--- src/rtl/fetch_memory_interface.sv ---
// Fetch-side memory bridge: turns a one-cycle fetch strobe into a valid/ready
// read against variable-latency instruction memory and registers the result.
module fetch_memory_interface #(
  parameter int                    DATA_WIDTH     = 32,
  parameter int                    TIMEOUT_CYCLES = 64,
  parameter logic [DATA_WIDTH-1:0] NOP_WORD       = 32'h00000013
) (
  input  logic                  clk,
  input  logic                  reset,
  input  logic [DATA_WIDTH-1:0] pc_in,
  input  logic                  fetch_req,
  input  logic                  flush,
  output logic [DATA_WIDTH-1:0] mem_addr,
  output logic                  mem_req_valid,
  input  logic                  mem_req_ready,
  input  logic                  mem_rsp_valid,
  input  logic [DATA_WIDTH-1:0] mem_rsp_data,
  output logic [DATA_WIDTH-1:0] data_out,
  output logic                  data_valid,
  output logic                  busy,
  output logic                  error
);

  localparam logic [1:0] IDLE    = 2'd0;
  localparam logic [1:0] REQUEST = 2'd1;
  localparam logic [1:0] WAIT    = 2'd2;
  localparam logic [1:0] DRAIN   = 2'd3;

  localparam logic [15:0] CNT_LAST = 16'(TIMEOUT_CYCLES - 1);

  logic [1:0]            state_q, state_d;
  logic [DATA_WIDTH-1:0] addr_q, addr_d;
  logic                  rv_q, rv_d;
  logic [DATA_WIDTH-1:0] data_q, data_d;
  logic                  dv_q, dv_d;
  logic                  err_q, err_d;
  logic [15:0]           cnt_q, cnt_d;
  logic                  timeout;

  assign timeout = (cnt_q == CNT_LAST);

  always_comb begin
    state_d = state_q;
    addr_d  = addr_q;
    rv_d    = rv_q;
    data_d  = data_q;
    dv_d    = 1'b0;
    err_d   = err_q;
    // Saturating count; only meaningful while a transaction is in flight.
    cnt_d   = (cnt_q == 16'hFFFF) ? cnt_q : cnt_q + 16'd1;
    case (state_q)
      IDLE: begin
        cnt_d = cnt_q;
        if (fetch_req) begin
          if (pc_in[1:0] != 2'b00) begin
            err_d  = 1'b1;
            data_d = NOP_WORD;
            dv_d   = 1'b1;
          end else begin
            addr_d  = pc_in;
            rv_d    = 1'b1;
            err_d   = 1'b0;
            cnt_d   = '0;
            state_d = REQUEST;
          end
        end
      end
      REQUEST: begin
        if (flush) begin
          rv_d    = 1'b0;
          state_d = IDLE;
        end else if (timeout) begin
          rv_d    = 1'b0;
          err_d   = 1'b1;
          data_d  = NOP_WORD;
          dv_d    = 1'b1;
          state_d = IDLE;
        end else if (mem_req_ready) begin
          rv_d    = 1'b0;
          state_d = WAIT;
        end
      end
      WAIT: begin
        if (flush) begin
          // A response racing the flush is simply dropped.
          state_d = mem_rsp_valid ? IDLE : DRAIN;
        end else if (mem_rsp_valid) begin
          data_d  = mem_rsp_data;
          dv_d    = 1'b1;
          state_d = IDLE;
        end else if (timeout) begin
          err_d   = 1'b1;
          data_d  = NOP_WORD;
          dv_d    = 1'b1;
          state_d = IDLE;
        end
      end
      default: begin
        // DRAIN: the flushed transaction's response is swallowed; a timeout
        // here flags the error but the core already moved on, so no data pulse.
        if (mem_rsp_valid) begin
          state_d = IDLE;
        end else if (timeout) begin
          err_d   = 1'b1;
          state_d = IDLE;
        end
      end
    endcase
  end

  always_ff @(posedge clk) begin
    if (reset) begin
      state_q <= IDLE;
      addr_q  <= '0;
      rv_q    <= 1'b0;
      data_q  <= NOP_WORD;
      dv_q    <= 1'b0;
      err_q   <= 1'b0;
      cnt_q   <= '0;
    end else begin
      state_q <= state_d;
      addr_q  <= addr_d;
      rv_q    <= rv_d;
      data_q  <= data_d;
      dv_q    <= dv_d;
      err_q   <= err_d;
      cnt_q   <= cnt_d;
    end
  end

  assign mem_addr      = addr_q;
  assign mem_req_valid = rv_q;
  assign data_out      = data_q;
  assign data_valid    = dv_q;
  assign error         = err_q;
  assign busy          = (state_q != IDLE);

endmodule

--- config.mk ---
export PLATFORM = sky130hd
export DESIGN_NAME = fetch_memory_interface
export DESIGN_NICKNAME = d
export VERILOG_FILES = /design/src/rtl/fetch_memory_interface.sv
export SDC_FILE = /design/constraint.sdc
export NUM_CORES = 1
export LEC_CHECK = 0
export BUFFER_PORTS_ARGS = -buffer_cell sky130_fd_sc_hd__buf_4
export CORE_AREA = 2 2 94 96
export DETAILED_ROUTE_END_ITERATION = 12
export DIE_AREA = 0 0 96 98
export GPL_ROUTABILITY_DRIVEN = 0
export GPL_TIMING_DRIVEN = 1
export PLACE_DENSITY = 0.73
export SLEW_MARGIN = 20
export SYNTH_ARGS = -nofsm -noshare
export SYNTH_HDL_FRONTEND = slang
export SYNTH_SLANG_ARGS = --single-unit
--- constraint.sdc ---
create_clock -name clk -period 2.5 [get_ports clk]
set_input_delay 0.25 -clock clk [delete_from_list [all_inputs] [get_ports clk]]
set_output_delay 0.25 -clock clk [all_outputs]
set_load 0.1 [all_outputs]
After elaboration in Yosys (flattened, before gate mapping)
Index checks and enable logic that the tools add are counted.
Word-level totals
  output and inout port bits: 68
  logic and storage cells: 71
  register bits: 85
  bits of input ports: 70
Operators by class
  mux-type cells: 40
  bitwise operators: 1
  equal/unequal tests: 11
  add/subtract/negate cells: 1
  reduce and logical (&&, ||, !) cells: 11
Operators with widths (count)
  2-to-1 mux 32 bit: 6
  case mux 32 bit (3 select lines): 1
  2-to-1 mux 16 bit: 4
  2-to-1 mux 2 bit: 9
  adder 16 x 1 -> 16 bit (second input constant): 1
  equality test 16 bit (second input constant): 1
  equality test 16 x 6 -> 1 bit (second input constant): 1
  2-to-1 mux 1 bit: 16
  AND reduction 3 bit: 4
  != test 2 bit (second input constant): 5
  case mux 1 bit (3 select lines): 2
  case mux 2 bit (3 select lines): 1
  nonzero test 2 bit: 3
  AND reduction 5 bit: 1
  != test 4 bit (second input constant): 1
  AND reduction 4 bit: 1
  nonzero test 3 bit: 1
  equality test 2 x 1 -> 1 bit (second input constant): 1
  equality test 2 bit (second input constant): 1
  logical NOT 2 bit: 1
  != test 2 x 1 -> 1 bit (second input constant): 1
  case mux 1 bit (2 select lines): 1
  inverter 1 bit: 1

Logic depth before layout (Yosys ltp)
Gate-level depths: netlist (run 1).
  depth after elaboration: 5
  mapped depth: 9
  depth with buffers taken out: 6

Worst setup path after synthesis (run 1)
OpenSTA, ideal clock, no wires.
  path type: register -> register
  from: register state_q[0]
  to: register state_q[1]
  cell stages (with the launch flop): 8
  period minus slack after synthesis: 2.151 ns
  path buffers: 1
  path slack: 0.349 ns
  arrival time: 2.058 ns
  setup time: 0.092 ns
  data required time: 2.408 ns
  cell sequence: dfxtp_1 > inv_1 > ha_1 > buf_6 > inv_1 > a21oi_1 > or2_2 > o32ai_1
On the way
  longest elaborated chain between the ends: 3
  elaborated cells on any way between the ends: 8
  classes of those cells: eq/ne: 5; mux: 1; reduce/logical: 2
RTL lines
  from (decl): line 31  | logic [1:0] state_q, state_d;
  from (signal assigned): line 121  | state_q <= state_d;
  equality test 2 x 1 -> 1 bit / logical NOT 2 bit (equally long branches): line 51  | case (state_q)
  != test 4 bit (no line) / != test 2 bit (equally long branches)
  AND reduction 3 bit (no line)
Several ways; a longest one is shown, not always the timed one.
A chain may end at the register's enable or synchronous reset.

Final worst setup path (run 1)
  from: register state_q[0]
  to: register cnt_q[12]
On the way
  longest elaborated chain between the ends: 3
  elaborated cells on any way between the ends: 6
  classes of those cells: eq/ne: 3; mux: 1; reduce/logical: 2
RTL lines
  logical NOT 2 bit (*): line 51
  != test 2 x 1 -> 1 bit (no line) / != test 2 bit (equally long branches)
  AND reduction 3 bit (no line)
  to (signal assigned): line 127  | cnt_q <= cnt_d;
  to (decl): line 37  | logic [15:0] cnt_q, cnt_d;
Every way passes the cells marked *; elsewhere a longest branch is shown, timed or not.

==> impl_metrics.toml, run 1 <==
[outcome]
status = "complete, no violations"

[grt]
grt_pass1_vias = 3508
grt_pass1_wl_um = 16030
overflow = 0
grt_max_degree = 50
antenna_found_initial = 0
grt_use_total_pct = 21.06

[clocking]
clock_sinks = 85
insertion_delay_ps = 360
clk_pin_slew_ps = 90
htreeDepth = 3
post_cts_buffers = 0
cts.path.max_buffers = 2
cts_inserted_buffers = 9
hold_buffers = 0
cts_tree = "yes"
postCtsResizedCells = 0
root_buffer = "clkbuf_8"

[flow_run]
drv_cap = 0

[timing]
setup_tns_ps = 0
fin_crit_sh_pct = 89.23
setup_viol = 0
worst_pin_slew_ps = 650.4
slew_headroom_pct = 56.48
fin_crit_ps = 2231
finalHoldViolCount = 0
rsz0062_at_grt = "false"
slew_viol_final = 0
skew_ps = 13.36
fmax_mhz = 448.3
holdWs_ps = 126.8

[final_layout]
nFillCells = 781
area_growth_pct = 34.92
multi_input_area_um2 = 1737
n_antenna_cell = 0
ff_latch_area_um2 = 1702
stdcell_area_um2 = 4989
drive_gt1_share_pct = 29.88
nNetsFinal = 649

[routing]
wl_per_cell_um = 14.06
drc_errors = 0
drt-initial-drc-count = 230
antenna_left = 0
vias = 3629
via_per_inst = 5.282
drt_first_pass_iters = 4
wl_um = 9662

[worst_setup_path]
worst_ep_required_time_ps = 2790
path_class = "reg -> reg"
arrival_ps = 2520
cp_slowest_cell = "or4_4"
end_kind = "register"
rrSetupSlack_ps = 270
crit_path_start_kind = "register"
slowest_delay_ps = 560
cp_max_fo = 10
path_cells = "inv_1 > ha_1 > nand4b_4 > or4_4 > or4_1 > a21oi_1"

[place]
portBuffers = 137
dp_hpwl_um = 6902
placed_area_um2 = 4793

[pwr]
leakage_nw = 2.011
ir_worst_vdd_v = 0.0003814
powerDensity_nw_per_um2 = 698.3
combinationalPowerShare_pct = 30.8
swShare_pct = 38.23
seqPwrFrac_pct = 42.0
clkPwrFrac_pct = 27.1
internal_power_w = 0.002152
p_switching_w = 0.001332

[floorplan]
start_util_pct = 43.67
die_h_um = 98
io_pins = 138
placementRows = 34
die_w_um = 96
dieArea_um2 = 9408
core-area_um2 = 8466

[synthesis]
yosysSeqAreaShare_pct = 46.02
yosys.cell_types.count = 50
synth.area.top_cells = "dfxtp_1 (46%), nand2_1 (11%), o32ai_1 (7.3%)"
ys_top_cells_by_count = "nand2_1 (107), dfxtp_1 (85), a21oi_1 (43)"
synth.most_common_cell = "nand2_1"
postSynthRegisterBits = 85
syn_area_um2 = 3697
synth_edf_count = 0
synth_top_cell_area_share_pct = 46.02
async_reset_ff_share_pct = 0
synth_fp_nets = 525
synthFlopType = "dfxtp_1"
syn_area_per_cell_um2 = 8.216
yosysWarnings = 0
synth_cells = 450
yosys.area.top_type = "dfxtp_1"

[hold_path]
min_path_type = "in -> reg"
==> power groups by stage <==
| stage | sequential, W | combinational (W) | clock, W |
|---|---|---|---|
| after floorplan | 0.00182 | 0.000479 | 0 |
| after global placement | 0.00149 | 0.00106 | 0 |
| after detailed placement | 0.00149 | 0.00107 | 0 |
| after CTS | 0.00146 | 0.00107 | 0.000968 |
| after global routing | 0.00147 | 0.00115 | 0.00102 |
| final | 0.00146 | 0.00107 | 0.000945 |
==> registers in the layout, summed over array words and instances (netlist names) <==
name           flops
state_q            2
data_valid         1
cnt_q             16
error              1
mem_req_valid      1
mem_addr          32
data_out          32
==> metrics by stage <==
stage          util (%)  worst slack [ps]  std cells  power (W)
3_3_place_gp      56.62             380.2        671   0.002550
3_5_place_dp      56.62             295.9        671   0.002567
5_1_grt           58.93             126.8        687   0.003636
6_report          58.93             269.3        687   0.003483
2_1_floorplan         -             349.3        450   0.002297
4_1_cts           58.93             268.4        687   0.003507
==> worst max-delay path: cells and delay by family, from the launching register on <==
family | cells | cell delay (ps)
AND/OR/NAND/NOR | 3 | 1240
flip-flops | 1 | 370
buffers and inverters | 1 | 90
adder cells (fa/ha/maj) | 1 | 320
AO/OA/AOI/OAI | 1 | 150
==> cells by family after synthesis <==
| kind of cell | after synthesis | synth area share [%] |
|---|---|---|
| muxes | 4 | 1.117 |
| adders and majority gates | 5 | 1.692 |
| buffers and inverters | 68 | 7.513 |
| DFF | 85 | 46.02 |
| AOI/OAI and AO/OA | 112 | 20.91 |
| and+or+nand+nor | 176 | 22.74 |
==> metal layers <==
| metal | track usage, % | part of all wire (%) | up-vias |
|---|---|---|---|
| met4 | 9.011 | 1.4 | 0 |
| met1 | 25.12 | 41 | 1672 |
| met3 | 6.096 | 7.8 | 14 |
| met5 | 0 | 0 | - |
| met2 | 34.83 | 49 | 108 |
| li1 | - | - | 1835 |
==> layout make-up <==
cell class | instances | share of cell area (%)
tap | 108 | 2.709
clock buffer | 11 | 3.035
timing repair buffer | 144 | 21.67
sequential | 85 | 34.11
clock inverter | 5 | 0.8779
multi-input combinational | 297 | 34.81
inverter | 37 | 2.784
==> path summary, 6_finish.rpt <==
path	start	endpoint	depth (start not counted)
min reg2reg	mem_addr[14]	mem_addr[14]	2
min	mem_rsp_data[26]	data_out[26]	3
max reg2reg	state_q[0]	cnt_q[12]	6
max	state_q[0]	cnt_q[12]	6
==> cells in the final DEF, fill, tap and decap left out, types with 2 or more instances in the layout <==
master	n
nor4_1	6
and4_1	3
o311ai_0	2
clkinvlp_4	2
or4_1	4
nand4_1	7
nand3_1	12
clkinv_4	2
a211oi_1	4
clkbuf_8	11
and2_1	2
o21ai_0	5
o41ai_1	2
a21oi_1	42
inv_1	36
or3_1	3
mux2i_1	3
buf_4	144
a2111o_1	2
nor2b_1	2
nand2_1	107
ha_1	5
o21a_1	5
dfxtp_1	85
nor2_1	11
o21ai_1	4
o31ai_1	8
o32ai_1	31
nor3_1	6
(Power assumes the default switching activity.)
==> run 2, diff against run 1 <==
Settings changed: BUFFER_PORTS_ARGS -buffer_cell sky130_fd_sc_hd__buf_4 to unset, DONT_BUFFER_PORTS set to 1, PLACE_DENSITY 0.73 to unset.
==> impl_metrics.toml, run 2 (synthesis results as in run 1) <==
[outcome]
status = "complete, no violations"

[routing]
drc_errors = 0
wl_um = 9095
antenna_left = 0
drt-initial-drc-count = 132
wl_per_cell_um = 15.06
drt_first_pass_iters = 4
vias = 3311
via_per_inst = 5.482

[place]
dp_hpwl_um = 6205
placed_area_um2 = 4170
place_ws_ps = 296.7
portBuffers = 0

[final_layout]
drive_gt1_share_pct = 18.15
area_growth_pct = 18.61
multi_input_area_um2 = 1737
nFillCells = 812
ff_latch_area_um2 = 1702
layout_common_cells = "nand2_1 (107), dfxtp_1 (85), buf_4 (61)"
n_antenna_cell = 0
stdcell_area_um2 = 4385
finish.utilization_pct = 51.80
final_common_cell = "nand2_1"
nNetsFinal = 567

[clocking]
htreeDepth = 3
cts_inserted_buffers = 9
clk_pin_slew_ps = 100
root_buffer = "clkbuf_8"
insertion_delay_ps = 360
clock_sinks = 85
cts.path.max_buffers = 2
cts_tree = "yes"
post_cts_buffers = 0

[worst_setup_path]
worst_ep_required_time_ps = 2780
reg2regPathDepth = 6
crit_path_end = "cnt_q[12]"
end_kind = "register"
rrSetupSlack_ps = 300
path_class = "reg -> reg"
r2r-start = "state_q[1]"
arrival_ps = 2490
cp-startpoint = "state_q[1]"
crit_path_start_kind = "register"
cp_max_fo = 10
reg2reg_to = "cnt_q[12]"

[timing]
fin_ws_ps = 296.1
setup_tns_ps = 0
skew_ps = 17.34
fin_crit_sh_pct = 88.16
fmax_mhz = 453.7
rsz0062_at_grt = "false"
slew_headroom_pct = 33.48
finalHoldViolCount = 0
setup_viol = 0
worst_pin_slew_ps = 996.4
fin_crit_ps = 2204
slew_viol_final = 0

[grt]
grt_pass1_wl_um = 14680
grt_pass1_vias = 3134
antenna_found_initial = 0
grt_max_degree = 38
overflow = 0
grt_use_total_pct = 19.46

[floorplan]
start_util_pct = 43.67
core-area_um2 = 8466
io_pins = 138
die_w_um = 96
dieArea_um2 = 9408
die_h_um = 98
placementRows = 34

[pwr]
ir_worst_vdd_v = 0.0002922
powerDensity_nw_per_um2 = 775.1
leakage_nw = 1.619

[hold_path]
hold_depth = 2
min_path_type = "in -> reg"

[flow_run]
drv_cap = 0
run 2: cell types whose count changed in the layout (fill, tap and decap cells not counted), sizes merged:
cell	change
buf	-82
bufinv	+1
clkbuf	-2
clkinv	-1
clkinvlp	-1
inv	+2
run 2: final cells by class:
| type | instances | share of cell area (%) |
|---|---|---|
| Clock buffer | 9 | 2.825 |
| Multi-Input combinational cell | 297 | 39.60 |
| Timing Repair Buffer | 62 | 10.90 |
| Tap cell | 108 | 3.081 |
| Clock inverter | 6 | 1.626 |
| Inverter | 37 | 3.167 |
| Sequential cell | 85 | 38.80 |
run 2: critical path, stage by stage, from the launching register on:
cell and delay [ps]:
dfxtp_1 390, inv_1 80, ha_1 290, nand4b_4 270, or4_4 560, or4_1 410
a21oi_1 140
run 2: timing repair:
action | in CTS | in global routing
gates resized for setup | 0 | 0
hold buffers | 1 | 0
hold endpoints to repair | 37 | 0
run 2: worst min-delay path by stage:
stage | from | end | slack (ps)
detailed placement | reset | mem_addr[6] | 330
global route | pc_in[16] | mem_addr[16] | 0.5
CTS | reset | data_out[27] | 1
global placement | reset | mem_addr[13] | 320
floorplan | pc_in[10] | mem_addr[10] | 390
finish | pc_in[16] | mem_addr[16] | 10
run 2: routing by layer:
layer  track usage, %  up-vias  wire (um)
li1                 -     1673          -
met1            23.27     1541       3907
met2            32.16       90       4431
met3            7.562        7        675
met4            5.495        0         80
met5                0        -          0
run 2: report_power, final:
part	total [W]	switching, W	leakage, nW	internal (W)
sequential	0.00154	0.000125	0.687	0.00142
clock	0.000979	0.000511	0.0980	0.000469
combinational	0.000880	0.000650	0.834	0.000230
total	0.00340	0.00129	1.62	0.00211
run 2: stage by stage:
stage	hold slack, ps	power (W)	cells
after floorplan	386.0	0.002297	450
after global placement	322.6	0.002425	588
after detailed placement	325.7	0.002438	588
after CTS	1.395	0.003428	604
after global routing	0.5080	0.003552	604
final	14.84	0.003399	604
